==> src/rtl/local_io_if.sv <==
// Word-wide local I/O bus: select, address, read strobe, byte write
// enables and write data from the master; read data and ready back.
interface local_io_if;
  logic        sel;
  logic [7:0]  addr;
  logic        r;
  logic [1:0]  w;
  logic [15:0] dwrite;
  logic [15:0] rdata;
  logic        ready;

  modport master (output sel, addr, r, w, dwrite, input rdata, ready);
  modport slave  (input sel, addr, r, w, dwrite, output rdata, ready);
endinterface

==> src/rtl/local_io.sv <==
// Board-level local I/O block: LEDs, 7-seg drive, synchronised switches and
// keys, and a prescaled 16-bit timer with compare interrupt.
//
// state | meaning
// IDLE  | no access in flight; ready drops while a request is presented
// ACK   | access completing; rdata valid, write commits at end of cycle
module local_io (
  input  logic        clk,
  input  logic        nreset,
  local_io_if.slave   bus,
  input  logic [9:0]  sw,
  input  logic [3:0]  key,
  output logic [9:0]  ledr,
  output logic [7:0]  ledg,
  output logic [15:0] hex,
  output logic        irq
);

  typedef enum logic {IDLE, ACK} state_t;

  state_t      state;
  logic [6:0]  acc_addr;
  logic [1:0]  acc_be;
  logic [15:0] acc_data;
  logic [15:0] rdata_q;
  logic [15:0] rd_val;

  logic [15:0] count, prescale, compare, pcnt;
  logic        match, ien, run, keyev;
  logic [9:0]  sw_m, sw_s;
  logic [3:0]  key_m, key_s;

  logic        req;
  logic        wr_hit, wr_count, wr_status;
  logic [2:0]  wr_sel;
  logic        tick, key_fall;
  logic [15:0] count_inc;
  logic        unused_addr0;

  // Word access only: the byte-address LSB carries no information.
  assign unused_addr0 = bus.addr[0];

  function automatic logic [15:0] merge(input logic [15:0] old,
                                        input logic [15:0] d,
                                        input logic [1:0]  be);
    merge = {be[1] ? d[15:8] : old[15:8], be[0] ? d[7:0] : old[7:0]};
  endfunction

  assign req = bus.sel & (bus.r | (|bus.w));

  // Read mux over the live address; sampled into rdata when an access starts.
  always_comb begin
    rd_val = 16'h0000;
    if (bus.addr[7:4] == 4'h0) begin
      case (bus.addr[3:1])
        3'd0: rd_val = {6'b0, ledr};
        3'd1: rd_val = {8'b0, ledg};
        3'd2: rd_val = hex;
        3'd3: rd_val = {2'b0, key_s, sw_s};
        3'd4: rd_val = count;
        3'd5: rd_val = prescale;
        3'd6: rd_val = compare;
        default: rd_val = {12'b0, keyev, run, ien, match};
      endcase
    end
  end

  // Bus FSM; the access is captured on entry to ACK so the write committed at
  // the end of ACK does not depend on the master holding the bus stable.
  always_ff @(posedge clk or negedge nreset) begin
    if (!nreset) begin
      state    <= IDLE;
      rdata_q  <= 16'h0000;
      acc_addr <= 7'h00;
      acc_be   <= 2'b00;
      acc_data <= 16'h0000;
    end else begin
      case (state)
        IDLE: begin
          if (req) begin
            state    <= ACK;
            rdata_q  <= bus.r ? rd_val : 16'h0000;
            acc_addr <= bus.addr[7:1];
            acc_be   <= bus.r ? 2'b00 : bus.w;
            acc_data <= bus.dwrite;
          end
        end
        default: begin
          state  <= IDLE;
          acc_be <= 2'b00;
        end
      endcase
    end
  end

  // Ready is forced high in reset so an aborted access never looks stalled.
  assign bus.ready = ~nreset | (state == ACK) | ~req;
  assign bus.rdata = rdata_q;

  assign wr_hit    = (state == ACK) & (|acc_be) & (acc_addr[6:3] == 4'h0);
  assign wr_sel    = acc_addr[2:0];
  assign wr_count  = wr_hit & (wr_sel == 3'd4);
  assign wr_status = wr_hit & (wr_sel == 3'd7) & acc_be[0];

  // Plain read/write registers.
  always_ff @(posedge clk or negedge nreset) begin
    if (!nreset) begin
      ledr     <= 10'h000;
      ledg     <= 8'h00;
      hex      <= 16'h0000;
      prescale <= 16'hC34F;
      compare  <= 16'hFFFF;
    end else if (wr_hit) begin
      case (wr_sel)
        3'd0: begin
          if (acc_be[0]) ledr[7:0] <= acc_data[7:0];
          if (acc_be[1]) ledr[9:8] <= acc_data[9:8];
        end
        3'd1: if (acc_be[0]) ledg <= acc_data[7:0];
        3'd2: hex      <= merge(hex, acc_data, acc_be);
        3'd5: prescale <= merge(prescale, acc_data, acc_be);
        3'd6: compare  <= merge(compare, acc_data, acc_be);
        default: ;
      endcase
    end
  end

  assign tick      = run & (pcnt == prescale) & ~wr_count;
  assign count_inc = count + 16'd1;

  // Prescaler and counter; a bus write to COUNT overrides a coincident tick.
  always_ff @(posedge clk or negedge nreset) begin
    if (!nreset) begin
      count <= 16'h0000;
      pcnt  <= 16'h0000;
    end else if (wr_count) begin
      count <= merge(count, acc_data, acc_be);
      pcnt  <= 16'h0000;
    end else if (run) begin
      if (pcnt == prescale) begin
        pcnt  <= 16'h0000;
        count <= count_inc;
      end else begin
        pcnt <= pcnt + 16'd1;
      end
    end
  end

  assign key_fall = |(key_s[3:1] & ~key_m[3:1]);

  // Status bits; sticky flags take a new set over a same-cycle W1C clear.
  always_ff @(posedge clk or negedge nreset) begin
    if (!nreset) begin
      match <= 1'b0;
      keyev <= 1'b0;
      ien   <= 1'b0;
      run   <= 1'b0;
    end else begin
      match <= (tick & (count_inc == compare)) | (match & ~(wr_status & acc_data[0]));
      keyev <= key_fall | (keyev & ~(wr_status & acc_data[3]));
      if (wr_status) begin
        ien <= acc_data[1];
        run <= acc_data[2];
      end
    end
  end

  // Two-flop synchronisers for the asynchronous board inputs.
  always_ff @(posedge clk or negedge nreset) begin
    if (!nreset) begin
      sw_m  <= 10'h000;
      sw_s  <= 10'h000;
      key_m <= 4'h0;
      key_s <= 4'h0;
    end else begin
      sw_m  <= sw;
      sw_s  <= sw_m;
      key_m <= key;
      key_s <= key_m;
    end
  end

  assign irq = match & ien;

endmodule

==> src/flat_wrapper.sv <==
// flat-port wrapper written by rule: the top's interface ports become plain ports
module local_io_flat 
  (clk, nreset, sw, key, ledr, ledg, hex, irq, bus_sel, bus_addr, bus_r, bus_w, bus_dwrite, bus_rdata, bus_ready);
  local_io_if bus_i ();
  input  logic clk;
  input  logic nreset;
  input  logic [9:0] sw;
  input  logic [3:0] key;
  output logic [9:0] ledr;
  output logic [7:0] ledg;
  output logic [15:0] hex;
  output logic irq;
  input wire logic [$bits(bus_i.sel)-1:0] bus_sel;
  input wire logic [$bits(bus_i.addr)-1:0] bus_addr;
  input wire logic [$bits(bus_i.r)-1:0] bus_r;
  input wire logic [$bits(bus_i.w)-1:0] bus_w;
  input wire logic [$bits(bus_i.dwrite)-1:0] bus_dwrite;
  output wire logic [$bits(bus_i.rdata)-1:0] bus_rdata;
  output wire logic [$bits(bus_i.ready)-1:0] bus_ready;
  assign bus_i.sel = bus_sel;
  assign bus_i.addr = bus_addr;
  assign bus_i.r = bus_r;
  assign bus_i.w = bus_w;
  assign bus_i.dwrite = bus_dwrite;
  assign bus_rdata = bus_i.rdata;
  assign bus_ready = bus_i.ready;
  local_io u_core (.clk(clk), .nreset(nreset), .bus(bus_i), .sw(sw), .key(key), .ledr(ledr), .ledg(ledg), .hex(hex), .irq(irq));
endmodule
==> config.mk <==
export PLATFORM = sky130hd
export DESIGN_NAME = local_io_flat
export DESIGN_NICKNAME = d
export VERILOG_FILES = /design/src/rtl/local_io_if.sv /design/src/rtl/local_io.sv /design/src/flat_wrapper.sv
export SDC_FILE = /design/constraint.sdc
export NUM_CORES = 1
export LEC_CHECK = 0
export ABC_CLOCK_PERIOD_IN_PS = 2900
export BUFFER_PORTS_ARGS = -buffer_cell sky130_fd_sc_hd__buf_2
export CAP_MARGIN = 20
export CORE_ASPECT_RATIO = 0.7
export CORE_MARGIN = 2
export CORE_UTILIZATION = 40
export DETAILED_ROUTE_END_ITERATION = 16
export PLACE_DENSITY = 0.55
export SYNTH_ARGS = -nofsm -noshare
export SYNTH_HDL_FRONTEND = slang
export SYNTH_SLANG_ARGS = --single-unit
export TNS_END_PERCENT = 50
==> constraint.sdc <==
create_clock -name clk -period 2.9 [get_ports clk]
set_input_delay 0.87 -clock clk [delete_from_list [all_inputs] [get_ports clk]]
set_output_delay 0.87 -clock clk [all_outputs]
set_load 0.01 [all_outputs]
==> metrics.csv, run 1 <==
stage;metric;value;unit
worst_setup_path;cpMostUsedCell;buf_2;
synth;syn_area;8310;µm²
min_path;min_to;u_core.sw_s[7];
route;vias_per_cell;5.41;
route;drtPass1Iterations;5;
synth;synth_cell_types;66;
synth;ys.flop_type;dfrtp_1;
worst_setup_path;critPathRequiredTime;2.03;ns
outcome;status;complete, no violations;
power_and_ir_drop;switchingPower;0.00149;W
floorplan;core_region_area;20500;µm²
cells_and_area;layout.area.seq;4340;µm²
clock_tree;worstSkewPairLatency;0.44;ns
placement;portBuffers;94;
clock_tree;cts_inserted_buffers;17;
timing;relSlewSlack;37.3;%
timing;rsz0062_at_grt;false;
timing;setup_tns;0;ns
clock_tree;cts_tree;built;
global_route;grt-ovfl-total;0;
power_and_ir_drop;seq_power_share;50.4;%
timing;tightest_slew;0.940;ns
clock_tree;cts_max_level;4;
route;drtAntennaViolNets;0;
synth;ys_ff_latch;172;
timing;report.final.slew_viol_count;0;
floorplan;start_util;40.5;%
worst_setup_path;crit_fanout;4;
min_path;hold_start;u_core.sw_m[7];
synth;synth_edf_count;0;
cells_and_area;post-route-util;47.1;%
synth;avgSynthCellArea;10.7;µm²
route;wl_met3;1.62;mm
synth;yosysWarnings;0;
route;wl_met2;9.13;mm
worst_setup_path;r2r-end;u_core.count[13];
timing;layout_min_cycle_time;2.60;ns
global_route;grt_pass1_wl;36.3;mm
worst_setup_path;r2r_cells;6;
cells_and_area;drive_gt1_share;30.6;%
route;vias;6246;
synth;async_flop_share;100;%
route;m1WireLength;12.3;mm
clock_tree;post_cts_buffers;0;
worst_setup_path;crit_arrival;1.73;ns
worst_setup_path;crit_family;simple AND/OR/NAND/NOR gates;
timing;finalCritPeriodShare;89.7;%
cells_and_area;num_antenna_cells;0;
power_and_ir_drop;p_leak;4.41;nW
cells_and_area;multi_input_area;3750;µm²
cells_and_area;nNetsFinal;911;
cells_and_area;fill_cells;1927;
clock_tree;clkTransAtPathRegs;0.07;ns
power_and_ir_drop;pwr-share-comb;7.0;%
synth;synth_cells;777;
power_and_ir_drop;pwr_density_cell;548;nW/µm²
global_route;grt_max_degree;173;
min_path;hold_class;register to register;
clock_tree;cts_resized;0;
placement;gp_congestion;0.847;
timing;fmax;384;MHz
synth;yosysSeqAreaShare;52.2;%
worst_setup_path;cp_num_buf_inv;4;
floorplan;die_area;22000;µm²
route;drt-total-wl;23.2;mm
worst_setup_path;start_kind;input pin;
power_and_ir_drop;power_frac_clock;42.7;%
route;drc;0;
power_and_ir_drop;internal-power;0.00381;W
clock_tree;cts_hold_buffers;0;
floorplan;fp.dieH;125;µm
worst_setup_path;worst-setup-path-type;input pin to output port;
route;top_layer;met4;
clock_tree;clkSinkCount;172;
clock_tree;cts_root_buf;clkbuf_16;
min_path;hold_path_depth;0;
worst_setup_path;cpMaxStageDelayCell;or3_1;
global_route;track_usage;22.1;%
timing;hold_viol;0;
route;drtIter0Drc;625;
timing;setup_viol;0;
floorplan;rows;44;
worst_setup_path;end_kind;output port;
timing;whs;0.351;ns
floorplan;die_x;176;µm
global_route;grt_pass1_vias;5968;
cells_and_area;syn_to_final_growth;16.5;%
flow_run;maxCapViolations;0;
global_route;antenna_found_initial;1;
worst_setup_path;slowest_delay;0.38;ns
synth;syn-num-nets;823;
clock_tree;cts_max_path_buffers;2;
route;post_drt_wl_per_cell;20.1;µm
worst_setup_path;crit_path_cell_trace;buf_2, inv_1, or3_1, inv_2, nand2_1, buf_2;
placement;dp_hpwl;16.5;mm
power_and_ir_drop;sw_frac_of_total;28.1;%
floorplan;io_pins;96;
worst_setup_path;rrSetupSlack;0.50;ns
timing;skew;0.0155;ns
power_and_ir_drop;vdd_ir_drop_max;0.000376;V
worst_setup_path;regToRegStartpoint;u_core.acc_addr[4];
## worst reg2reg max path, cell delays in order, from the launching register on
cell     delay, ns
dfrtp_1       0.41
nor4b_4       0.42
and4_1        0.57
nor2b_4       0.12
a22oi_2       0.51
o21ai_0       0.20
o21ai_0       0.10
## Yosys cell counts (2+ instances only)
cell	number	area share, %
a22oi_1	8	0.72
nor4_2	2	0.30
nor3b_1	6	0.54
nor3_2	3	0.36
nand2b_1	4	0.30
o31a_1	2	0.21
dfrtp_1	147	44
mux2i_1	6	0.72
mux4_2	5	1.4
or3_1	3	0.23
and3_1	7	0.53
nand3_1	16	0.96
a221oi_1	6	0.63
a31oi_1	3	0.23
inv_1	9	0.41
clkbuf_1	21	0.95
xor2_1	11	1.2
nor2_1	40	1.8
nor4_1	6	0.45
nand2_1	127	5.7
buf_4	3	0.27
ha_1	2	0.30
nor3_1	10	0.60
xnor2_1	37	3.9
nor2b_1	6	0.45
and2_1	4	0.30
buf_2	16	0.96
a22oi_2	2	0.30
a21oi_1	33	2.0
nand4_1	12	0.90
o22ai_1	7	0.53
mux2_2	81	11
a22o_1	4	0.42
o211ai_1	4	0.36
o31ai_1	2	0.18
a222oi_1	4	0.48
o21ai_0	65	3.9
dfstp_2	25	7.9
## power by group through the flow
stage	Clock (W)	Combinational [W]	Sequential, W
after CTS	0.00232	0.000376	0.00266
final	0.00226	0.000370	0.00267
after detailed placement	0	0.000375	0.00271
after floorplan	0	0.000231	0.00262
after global routing	0.00242	0.000420	0.00268
after global placement	0	0.000370	0.00271
## metrics by stage
step,instance area (µm²),power (W),worst slack [ns],cells
after global placement,9090,0.00308,0.234,1122
final,9680,0.00530,0.298,1154
after floorplan,8310,0.00285,0.167,777
after detailed placement,9090,0.00308,0.209,1122
after CTS,9680,0.00536,0.296,1154
after global routing,9680,0.00552,0.241,1154
## how the worst max path moves through the flow
stage	start	end	slack [ns]	cells past startpoint
3_3_place_gp	bus_sel	u_core.bus.rdata[6]	0.23	7
3_5_place_dp	bus_sel	u_core.bus.rdata[7]	0.21	7
6_report	bus_sel	bus_ready	0.30	6
5_1_grt	bus_sel	bus_ready	0.24	6
2_1_floorplan	bus_sel	bus_ready	0.17	6
4_1_cts	bus_sel	bus_ready	0.30	6
## flip-flops by register name (all words and copies together), names as in the netlist
register	count
u_core.acc_addr	7
u_core.acc_be	2
u_core.acc_data	16
u_core.bus.rdata	16
u_core.compare	16
u_core.count	16
u_core.hex	16
u_core.ien	1
u_core.key_m	4
u_core.key_s	4
u_core.keyev	1
u_core.ledg	8
u_core.ledr	10
u_core.match	1
u_core.pcnt	16
u_core.prescale	16
u_core.run	1
u_core.state	1
u_core.sw_m	10
u_core.sw_s	10
## routing by layer
layer  up-vias  GRT usage [%]
met5         -              0
met4         0           4.57
met3        14           5.01
met2       207           28.4
met1      3084           36.7
li1       2941              -
## cells in the final DEF (no fill, tap or decap), drive strengths merged, types with 3 or more instances in the layout
master,synthesis,routed
and3,7,7
dfstp,25,25
nor3b,7,7
a221oi,6,6
a222oi,4,4
mux2,81,81
nor2,40,40
nand3,17,17
mux2i,6,6
a21oi,33,33
o21ai,66,66
nand2b,4,4
nor2b,7,7
mux4,5,5
dfrtp,147,147
clkbuf,22,18
xnor2,37,37
inv,10,17
buf,20,111
a22o,4,4
or3,3,3
xor2,11,11
o22ai,7,7
nand2,127,127
a22oi,10,10
and2,4,4
nor4,9,9
a31oi,3,3
nor3,13,13
o211ai,4,4
clkinv,0,6
nand4,13,13
## logic make-up after synthesis
logic type / count (synthesis) / share of synthesized area (%)
AO/OA/AOI/OAI: 151 / 11.1
flip-flops: 172 / 52.2
XOR/XNOR: 48 / 5.06
buffers and inverters: 52 / 2.74
AND/OR/NAND/NOR: 260 / 15.6
adder cells (fa/ha/maj): 2 / 0.301
multiplexers: 92 / 13.1
## cell type report
cell class                      count  share of cell area, %
Clock inverter                     14                   1.51
Inverter                           10                  0.388
Clock buffer                       18                   4.54
Sequential cell                   172                   44.8
Multi-Input combinational cell    553                   38.7
Timing Repair Buffer              111                   6.50
Tap cell                          276                   3.57
Power figures use the tool's default switching activity.
==> run 2, diff against run 1 <==
--- a/config.mk
+++ b/config.mk
@@ -5,7 +5,7 @@
 export SDC_FILE = /design/constraint.sdc
 export NUM_CORES = 1
 export LEC_CHECK = 0
-export ABC_CLOCK_PERIOD_IN_PS = 2900
+export ABC_CLOCK_PERIOD_IN_PS = 2600
 export BUFFER_PORTS_ARGS = -buffer_cell sky130_fd_sc_hd__buf_2
 export CAP_MARGIN = 20
 export CORE_ASPECT_RATIO = 0.7
==> constraint.sdc (replaced) <==
create_clock -name clk -period 2.6 [get_ports clk]
set_input_delay 0.78 -clock clk [delete_from_list [all_inputs] [get_ports clk]]
set_output_delay 0.78 -clock clk [all_outputs]
set_load 0.01 [all_outputs]
==> run 2 against run 1 <==
Net effect:
- design area grew 0.97%
- utilization increased by 0.46 points
- die area is the same
- hold slack got worse by 0.0026 ns
- critical path type unchanged
- largest cell class unchanged
- largest power group unchanged
==> metrics.csv, run 2 (same netlist as run 1, synthesis figures left out) <==
stage;metric;value;unit;change
outcome;status;complete, no violations;;
timing;rsz0062_at_grt;false;;
power_and_ir_drop;vdd_ir_drop_max;0.000428;V;+14%
worst_setup_path;crit_path_cell_trace;buf_2, inv_1, or3_1, inv_2, nand2_1, buf_2;;
placement;dp_hpwl;16.9;mm;+2.1%
clock_tree;worstSkewPairLatency;0.44;ns;about the same
clock_tree;post_cts_buffers;0;;unchanged
min_path;hold_path_depth;0;;unchanged
global_route;grt_pass1_vias;5997;;+0.49%
global_route;track_usage;22.2;%;+0.097 points
timing;setup_tns;0;ns;unchanged
timing;fmax;414;MHz;
route;vias_per_cell;5.38;;-0.59%
placement;gp_congestion;0.883;;+4.2%
route;vias;6295;;+0.78%
floorplan;rows;44;;unchanged
route;drt-total-wl;23.2;mm;+0.19%
clock_tree;clkSinkCount;172;;unchanged
timing;finalCritPeriodShare;92.9;%;
clock_tree;cts_tree;built;;
flow_run;maxCapViolations;0;;unchanged
clock_tree;cts_max_level;4;;unchanged
floorplan;start_util;40.5;%;unchanged
worst_setup_path;cpMaxStageDelayCell;or3_1;;
cells_and_area;num_antenna_cells;0;;unchanged
route;drtAntennaViolNets;0;;unchanged
worst_setup_path;slowest_delay;0.38;ns;about the same
power_and_ir_drop;total_power;0.00586;W;+10%
worst_setup_path;r2r_cells;8;;+2
timing;hold_viol;0;;unchanged
power_and_ir_drop;pwr_density_cell;599;nW/µm²;+9.4%
worst_setup_path;critPathRequiredTime;1.82;ns;-0.21 ns
route;drtPass1Iterations;5;;unchanged
route;drc;0;;unchanged
worst_setup_path;crit_arrival;1.63;ns;-0.10 ns
timing;relSlewSlack;50.0;%;+13 points
placement;place_area;9220;µm²;+1.3%
cells_and_area;instances_no_fill;1170;;+1.4%
global_route;grt-ovfl-total;0;;unchanged
clock_tree;cts_root_buf;clkbuf_16;;
floorplan;die_area;22000;µm²;unchanged
route;post_drt_wl_per_cell;19.9;µm;-1.2%
worst_setup_path;start_kind;input pin;;
placement;dp_cells;1138;;+1.4%
worst_setup_path;cp_num_cells;6;;unchanged
worst_setup_path;cpMostUsedCell;buf_2;;
timing;layout_min_cycle_time;2.41;ns;
worst_setup_path;crit_family;simple AND/OR/NAND/NOR gates;;
clock_tree;cts_hold_buffers;0;;unchanged
worst_setup_path;crit_fanout;4;;unchanged
cells_and_area;fill_cells;1933;;+0.31%
floorplan;core_region_area;20500;µm²;unchanged
global_route;grt_pass1_wl;36.2;mm;-0.32%
cells_and_area;final_area;9770;µm²;+0.97%
timing;skew;0.00896;ns;-0.00650 ns
floorplan;fp.dieH;125;µm;unchanged
worst_setup_path;cp_num_buf_inv;4;;unchanged
placement;portBuffers;94;;unchanged
cells_and_area;nNetsFinal;927;;+1.8%
worst_setup_path;worst-setup-path-type;input pin to output port;;
floorplan;io_pins;96;;unchanged
timing;setup_viol;0;;unchanged
global_route;grt_max_degree;115;;-34%
timing;report.final.slew_viol_count;0;;unchanged
cells_and_area;mostFrequentLayoutCells;147 x dfrtp_1, 127 x nand2_1, 93 x buf_2;;
clock_tree;clkTransAtPathRegs;0.06;ns;about the same
clock_tree;cts_inserted_buffers;17;;unchanged
floorplan;die_x;176;µm;unchanged
min_path;hold_class;register to register;;
power_and_ir_drop;p_leak;4.47;nW;+1.5%
cells_and_area;drive_gt1_share;31.7;%;+1.0 points
clock_tree;cts_max_path_buffers;2;;unchanged
cells_and_area;syn_to_final_growth;17.6;%;
cells_and_area;layout_commonest_cell;dfrtp_1;;
clock_tree;cts_resized;0;;unchanged
route;drtIter0Drc;613;;-1.9%
global_route;antenna_found_initial;1;;unchanged
worst_setup_path;end_kind;output port;;
timing;tightest_slew;0.751;ns;-0.190 ns
run 2: worst register-to-register path, cell delays in order, from the launching register on:
cell and delay, ns:
dfrtp_1 0.41, nor4b_4 0.41, and4_1 0.37, buf_4 0.25, buf_4 0.29, nand2b_1 0.18, nor2_1 0.05, a21oi_1 0.11
o21ai_0 0.09
run 2: metrics by stage:
| step | hold slack [ns] | setup slack, ns | util (%) |
|---|---|---|---|
| after floorplan | 0.331 | 0.0467 | - |
| after global placement | 0.332 | 0.158 | 44.9 |
| after detailed placement | 0.335 | 0.156 | 44.9 |
| after CTS | 0.351 | 0.148 | 47.6 |
| after global routing | 0.353 | 0.0897 | 47.6 |
| final | 0.348 | 0.185 | 47.6 |
run 2: path summary, 6_finish.rpt:
path	start	endpoint	slack, ns
setup / recovery	bus_sel	bus_ready	0.19
hold / removal	u_core.sw_m[2]	u_core.sw_s[2]	0.35
setup reg to reg	u_core.acc_addr[4]	u_core.count[11]	0.33
hold reg to reg	u_core.sw_m[2]	u_core.sw_s[2]	0.35
max in group asynchronous	nreset	u_core.key_s[2]	1.58
min in group asynchronous	nreset	u_core.acc_be[0]	0.39
run 2: layout make-up:
class / instances / area, µm² / share of cell area (%)
sequential: 172 / 4340 / 44.4
multi-input combinational: 553 / 3750 / 38.3
timing repair buffer: 127 / 749 / 7.67
clock buffer: 20 / 447 / 4.57
tap: 276 / 345 / 3.53
clock inverter: 12 / 113 / 1.15
inverter: 10 / 37.5 / 0.384
run 2: metal layers:
metal	up-vias	part of all wire [%]	GRT usage [%]
met3	29	5.1	5.10
met1	3121	55	37.0
met4	0	1.6	6.90
met5	-	0	0
li1	2973	-	-
met2	172	38	27.3
run 2: where the power goes:
part	internal, W	switching (W)
combinational	0.000177	0.000255
sequential	0.00279	0.000183
clock	0.00135	0.00110
total	0.00432	0.00154
